### config.mk
export PLATFORM = sky130hd
export DESIGN_NAME = apb_slave_regfile_flat
export DESIGN_NICKNAME = d
export VERILOG_FILES = /design/src/rtl/apb_slave_regfile_pkg.sv /design/src/rtl/apb_slave_regfile_if.sv /design/src/rtl/apb_slave_regfile_decode.sv /design/src/rtl/apb_slave_regfile.sv /design/src/flat_wrapper.sv
export SDC_FILE = /design/constraint.sdc
export NUM_CORES = 1
export LEC_CHECK = 0
export CAP_MARGIN = 40
export CORE_MARGIN = 2
export CORE_UTILIZATION = 50
export CTS_CLUSTER_DIAMETER = 200
export DETAILED_ROUTE_END_ITERATION = 10
export GPL_TIMING_DRIVEN = 0
export PLACE_DENSITY = 0.69
export SLEW_MARGIN = 20
export SYNTH_ARGS = -nofsm -noshare
export SYNTH_HDL_FRONTEND = slang
export SYNTH_SLANG_ARGS = --single-unit
### constraint.sdc
create_clock -name Pclk -period 5.8 [get_ports Pclk]
set_input_delay 1.16 -clock Pclk [delete_from_list [all_inputs] [get_ports Pclk]]
set_output_delay 1.16 -clock Pclk [all_outputs]
set_load 0.1 [all_outputs]
### src/rtl/apb_slave_regfile_pkg.sv
// apb_slv_pkg: shared constants for the APB slave register file.
// FSM encoding, response codes and default window base.
package apb_slv_pkg;
  localparam logic [1:0] IDLE   = 2'b00;
  localparam logic [1:0] SETUP  = 2'b01;
  localparam logic [1:0] ACCESS = 2'b10;

  localparam logic OKAY   = 1'b0;
  localparam logic SLVERR = 1'b1;

  localparam logic [31:0] ADDR_BASE_DEF = 32'h0000_A000;
endpackage

### src/rtl/apb_slave_regfile_if.sv
// apb_slave_regfile_if: APB bus bundle between master and register file.
// Clock and reset stay outside as plain ports.
interface apb_slave_regfile_if;
  logic        PSELx;
  logic        P_en;
  logic        P_WR;
  logic [31:0] Paddr;
  logic [31:0] PWdata;
  logic [31:0] PRdata;
  logic        P_ready;
  logic        P_slverr;

  modport master (
    output PSELx, P_en, P_WR, Paddr, PWdata,
    input  PRdata, P_ready, P_slverr
  );

  modport slave (
    input  PSELx, P_en, P_WR, Paddr, PWdata,
    output PRdata, P_ready, P_slverr
  );
endinterface

### src/rtl/apb_slave_regfile_decode.sv
// apb_slv_decode: window/alignment check and word index extraction.
// Purely combinational; fed with the latched transfer address.
module apb_slv_decode
  import apb_slv_pkg::*;
#(
  parameter logic [31:0] ADDR_BASE = ADDR_BASE_DEF,
  parameter int          NUM_REGS  = 8
) (
  input  logic [31:0]                 addr,
  output logic                        err,
  output logic [$clog2(NUM_REGS)-1:0] index
);
  localparam int          IW  = $clog2(NUM_REGS);
  localparam logic [31:0] WIN = 32'(4 * NUM_REGS);

  logic [31:0] offset;

  // offset from base, error flags and register index
  always_comb begin
    offset = addr - ADDR_BASE;
    err    = (addr[1:0] != 2'b00)
           | (addr < ADDR_BASE)
           | (offset >= WIN);
    index  = offset[IW+1:2];
  end
endmodule

### src/rtl/apb_slave_regfile.sv
// apb_slave_regfile: APB register file with programmable wait states.
// APB_SLV_XFER_CNT_EN turns the last register into a transfer counter.
module apb_slave_regfile
  import apb_slv_pkg::*;
#(
  parameter logic [31:0] ADDR_BASE   = ADDR_BASE_DEF,
  parameter int          NUM_REGS    = 8,
  parameter int          WAIT_CYCLES = 2
) (
  input  logic               Pclk,
  input  logic               Prst,
  apb_slave_regfile_if.slave bus
);
  localparam int            IW   = $clog2(NUM_REGS);
  localparam logic [3:0]    WAIT = 4'(WAIT_CYCLES);
  localparam logic [IW-1:0] LAST = IW'(NUM_REGS - 1);

  logic [1:0]    state, state_d;
  logic [3:0]    cnt;
  logic [31:0]   addr_q, data_q;
  logic          wr_q;
  logic [31:0]   addr_d, data_d;
  logic          wr_d;
  logic          capture, step, complete;
  logic          dec_err, err_eff, commit;
  logic [IW-1:0] idx;
  logic [31:0]   rd_val;
  logic [31:0]   regs [NUM_REGS];
`ifdef APB_SLV_XFER_CNT_EN
  logic [31:0]   xfer_cnt;
`endif

  // With zero waits the response is decided in the setup cycle itself,
  // so decode looks at the value being latched, not the old one.
  apb_slv_decode #(
    .ADDR_BASE (ADDR_BASE),
    .NUM_REGS  (NUM_REGS)
  ) u_dec (
    .addr  (addr_d),
    .err   (dec_err),
    .index (idx)
  );

  // transfer qualifiers and effective latched values
  always_comb begin
    capture  = bus.PSELx & ~bus.P_en
             & ((state == IDLE)
             | ((state == ACCESS) & bus.P_ready));
    step     = bus.PSELx & bus.P_en
             & ((state == SETUP)
             | ((state == ACCESS) & ~bus.P_ready));
    complete = (capture & (WAIT == 4'd0))
             | (step & (cnt == 4'd1));
    addr_d   = capture ? bus.Paddr  : addr_q;
    data_d   = capture ? bus.PWdata : data_q;
    wr_d     = capture ? bus.P_WR   : wr_q;
`ifdef APB_SLV_XFER_CNT_EN
    err_eff  = dec_err | (wr_d & (idx == LAST));
    rd_val   = (idx == LAST) ? xfer_cnt : regs[idx];
`else
    err_eff  = dec_err;
    rd_val   = regs[idx];
`endif
    commit   = complete & wr_d & ~err_eff;
  end

  // next-state decode
  always_comb begin
    state_d = state;
    unique case (state)
      IDLE: begin
        if (capture)
          state_d = (WAIT == 4'd0) ? ACCESS : SETUP;
      end
      SETUP: begin
        if (!bus.PSELx)
          state_d = IDLE;
        else if (step)
          state_d = ACCESS;
      end
      ACCESS: begin
        if (bus.P_ready)
          state_d = !capture ? IDLE
                  : (WAIT == 4'd0) ? ACCESS : SETUP;
        else if (!bus.PSELx)
          state_d = IDLE;
      end
      default: state_d = IDLE;
    endcase
  end

  // state, wait counter and transfer latch
  always_ff @(posedge Pclk or negedge Prst) begin
    if (!Prst) begin
      state  <= IDLE;
      cnt    <= 4'd0;
      addr_q <= 32'h0;
      data_q <= 32'h0;
      wr_q   <= 1'b0;
    end else begin
      state <= state_d;
      if (capture) begin
        addr_q <= bus.Paddr;
        data_q <= bus.PWdata;
        wr_q   <= bus.P_WR;
        cnt    <= WAIT;
      end else if (step && cnt != 4'd0) begin
        cnt <= cnt - 4'd1;
      end
    end
  end

  // registered response, zero outside the completion cycle
  always_ff @(posedge Pclk or negedge Prst) begin
    if (!Prst) begin
      bus.P_ready  <= 1'b0;
      bus.P_slverr <= OKAY;
      bus.PRdata   <= 32'h0;
    end else begin
      bus.P_ready  <= complete;
      bus.P_slverr <= (complete & err_eff) ? SLVERR : OKAY;
      bus.PRdata   <= (complete & ~wr_d & ~err_eff)
                    ? rd_val : 32'h0;
    end
  end

  // register array write commit
  always_ff @(posedge Pclk or negedge Prst) begin
    if (!Prst) begin
      for (int i = 0; i < NUM_REGS; i++)
        regs[i] <= 32'h0;
    end else if (commit) begin
      regs[idx] <= data_d;
    end
  end

`ifdef APB_SLV_XFER_CNT_EN
  // count of completed good transfers
  always_ff @(posedge Pclk or negedge Prst) begin
    if (!Prst)
      xfer_cnt <= 32'h0;
    else if (complete && !err_eff)
      xfer_cnt <= xfer_cnt + 32'd1;
  end
`endif
endmodule

### src/flat_wrapper.sv
// flat-port wrapper written by rule: the top's interface ports become plain ports
module apb_slave_regfile_flat import apb_slv_pkg::*;
#(
  parameter logic [31:0] ADDR_BASE   = ADDR_BASE_DEF,
  parameter int          NUM_REGS    = 8,
  parameter int          WAIT_CYCLES = 2
)
  (Pclk, Prst, bus_PSELx, bus_P_en, bus_P_WR, bus_Paddr, bus_PWdata, bus_PRdata, bus_P_ready, bus_P_slverr);
  apb_slave_regfile_if bus_i ();
  input  logic Pclk;
  input  logic Prst;
  input wire logic [$bits(bus_i.PSELx)-1:0] bus_PSELx;
  input wire logic [$bits(bus_i.P_en)-1:0] bus_P_en;
  input wire logic [$bits(bus_i.P_WR)-1:0] bus_P_WR;
  input wire logic [$bits(bus_i.Paddr)-1:0] bus_Paddr;
  input wire logic [$bits(bus_i.PWdata)-1:0] bus_PWdata;
  output wire logic [$bits(bus_i.PRdata)-1:0] bus_PRdata;
  output wire logic [$bits(bus_i.P_ready)-1:0] bus_P_ready;
  output wire logic [$bits(bus_i.P_slverr)-1:0] bus_P_slverr;
  assign bus_i.PSELx = bus_PSELx;
  assign bus_i.P_en = bus_P_en;
  assign bus_i.P_WR = bus_P_WR;
  assign bus_i.Paddr = bus_Paddr;
  assign bus_i.PWdata = bus_PWdata;
  assign bus_PRdata = bus_i.PRdata;
  assign bus_P_ready = bus_i.P_ready;
  assign bus_P_slverr = bus_i.P_slverr;
  apb_slave_regfile #(.ADDR_BASE(ADDR_BASE), .NUM_REGS(NUM_REGS), .WAIT_CYCLES(WAIT_CYCLES)) u_core (.Pclk(Pclk), .Prst(Prst), .bus(bus_i));
endmodule
==> results.cfg <==
[global_routing]
grt_use_total = 0.258
grt_max_degree = 101
grt_pass1_vias = 10678
antenna_found_initial = 0
grt_pass1_wl_mm = 61.7
overflow = 0

[synth]
synth_cells = 1159
avgSynthCellArea_um2 = 13.2
synth_edf_count = 0
yosys_warnings = 0
syn-num-nets = 1231
yosysMostFrequentCell = dfrtp_1
synth_common_cells = 361 x dfrtp_1, 264 x mux2_2, 128 x o22ai_1
synthArstFlopShare = 1.00
synth.area.top_cells = dfrtp_1 59%, mux2_2 19%, o22ai_1 5.2%
synth-seq-cells = 361
syn-cell-area_um2 = 15300
synth_cell_types = 54
synth_ff_type = dfrtp_1
synth.largest_area_cell = dfrtp_1
yosysTopAreaCellShare = 0.592
synth.yosys.seq_area_share = 0.592

[sta]
fin_crit_ns = 5.62
maxSlewHeadroom = 0.415
post-route-period-util = 0.969
hold_viol_final = 0
fin_skew_ns = 0.0236
worst_pin_slew_ns = 0.878
rsz0062_at_grt = yes
max_freq_mhz = 178
setup_viol = 0
slew_violations = 0

[critical_path]
cp-start-kind = input pin
worstSetupPathType = input pin to flop
critPathMaxStageDelay_ns = 0.55
crit_cells = 18
cp_cell_sequence = clkdlybuf4s50_1 -> or3b_1 -> buf_6 -> nor2_8 -> buf_6 -> buf_2 -> mux2_2 -> inv_1 -> ha_1 -> nand4_1 -> nand4b_1 -> a221o_1 -> a2111oi_4 -> o311ai_4 -> buf_6 -> nor3_4 -> buf_4 -> mux2_2
crit_top_cell = buf_6
cp_max_fo = 10
end_kind = flop
path_delay_family = buffers and inverters
critPathSlowestCell = clkdlybuf4s50_1
reg2regPathDepth = 17
critical_path_required_ns = 6.18
critical_path_buf_inv_count = 7
critical_path_arrival_ns = 6.00

[clock_tree]
cts_sinks = 361
cts-root-buf = clkbuf_16
hold_buffers = 0
ctsLongestPathBuffers = 3
numCtsBuffers = 38
clk_latency_ns = 0.52
htree_levels = 2
cts_tree = built
clk_pin_slew_ns = 0.06

[finish]
drive_gt1_frac = 0.316
layout.nets = 1425
final_cell_area_um2 = 18800
syn_to_final_growth_pct = 23.5
nFillCells = 2329
n_antenna_cell = 0

[power]
leakagePower_nw = 9.17
switching_share = 0.265
p_total_mw = 5.98
internal-power_mw = 4.39
p_seq_frac = 0.444
power.density_nw_per_um2 = 317
p_comb_frac = 0.147
clkPwrFrac = 0.409
power_switching_mw = 1.59
peakVddDrop_mv = 0.184

[floorplanning]
start_util = 0.511
num_io_pins = 103
rows = 63
die_h_um = 179
die_area_um2 = 31900
die_x_um = 179
core_um2 = 29900

[drt]
drc = 0
routed_wl_mm = 39.8
wl_per_cell_um = 22.5
first_pass_iters = 5
drtIter0Drc = 721
route.antenna.remaining_nets = 0
num_vias = 10259
viasPerCell = 5.80

[worst_hold_path]
hold_path_class = flop to flop
holdPathStages = 1

[placement]
gp_congestion = 0.804
hpwlAfterDp_mm = 25.8
post_dp_cell_area_um2 = 17500
portBuffers = 102

[status]
status = finished clean

[flow_run]
maxCapViolations = 0
metrics by stage:
step                TNS [ns]  hold WS [ns]  setup WS (ns)  utilization  cells
floorplan                  0         0.454          0.528            -   1159
global placement    -4693.06         0.468         -11.99        0.561   1651
detailed placement   -374.52         0.480          -1.49        0.586   1700
CTS                        0         0.492         0.0778        0.629   1766
global route        -0.00110         0.506       -0.00110        0.630   1770
finish                     0         0.490          0.182        0.630   1770
power groups by stage:
| stage | combinational, mW | sequential [mW] | clock (mW) |
|---|---|---|---|
| 5_1_grt | 0.956 | 2.66 | 2.60 |
| 4_1_cts | 0.869 | 2.65 | 2.48 |
| 6_report | 0.879 | 2.65 | 2.45 |
| 3_3_place_gp | 0.817 | 2.70 | 0 |
| 3_5_place_dp | 0.862 | 2.70 | 0 |
| 2_1_floorplan | 0.480 | 2.69 | 0 |
sequential cells by signal, indices dropped and copies added (netlist names):
| name | cells |
|---|---|
| u_core.regs | 256 |
| u_core.addr_q | 32 |
| u_core.bus.PRdata | 32 |
| u_core.data_q | 32 |
| u_core.cnt | 4 |
| u_core.state | 2 |
| u_core.bus.P_ready | 1 |
| u_core.bus.P_slverr | 1 |
| u_core.wr_q | 1 |
metal layers:
layer	track usage	vias up	share of wire
met5	0.00962	-	0
met4	0.0796	0	0.025
met3	0.0426	63	0.048
met2	0.421	281	0.48
met1	0.354	5292	0.45
li1	-	4623	-
cells by family after synthesis:
logic type      count (synthesis)  share of synthesized area
fa+ha+maj                       3                    0.00246
buf+inv                        85                     0.0294
compound gates                159                     0.0688
mux                           290                      0.214
simple gates                  258                     0.0913
flops                         361                      0.592
xor+xnor                        3                    0.00172
what timing repair did:
item	4_1_cts	5_1_grt
endpoints found under the setup margin	288	46
pin swaps	0	1
gates cloned	0	0
endpoints found under the hold margin	0	0
buffers inserted	1	1
gates resized for setup	3	2
cell usage in the layout (no fill, tap or decap), drive strengths merged, types with 2 or more instances in the layout:
master         count
o22ai            128
or4               32
a21oi              2
o211ai             4
nand4              6
inv               21
ha                 3
nor2b              2
clkdlybuf4s50    101
nand4b             3
nor2              47
nor4b              3
nand2b             4
mux2i              8
nor4               9
nor3              15
nand3             13
clkinv             7
and2               2
and4               2
mux2             281
bufinv             2
dfrtp            361
xor2               2
buf               88
clkbuf            86
o21ai             11
or3                2
nand2            113
worst paths after layout:
check | endpoint | slack, ns | startpoint
worst max-delay path | u_core.regs[138] | 0.18 | bus_PSELx
min in group asynchronous | u_core.addr_q[15] | 0.65 | Prst
max in group asynchronous | u_core.regs[145] | 3.75 | Prst
worst min-delay path | u_core.regs[56] | 0.49 | u_core.regs[56]
worst max register to register | u_core.regs[138] | 0.92 | u_core.state[0]
worst min register to register | u_core.regs[56] | 0.49 | u_core.regs[56]
final cells by class:
type,instances,area (µm²),share of cell area
Tap cell,390,488,0.0259
Clock buffer,56,1150,0.0610
Inverter,20,75.1,0.00399
Clock inverter,11,119,0.00631
Buffer,63,374,0.0199
Timing Repair Buffer,156,1820,0.0968
Multi-Input combinational cell,713,5770,0.306
Sequential cell,361,9030,0.480
(Power assumes the default switching activity.)
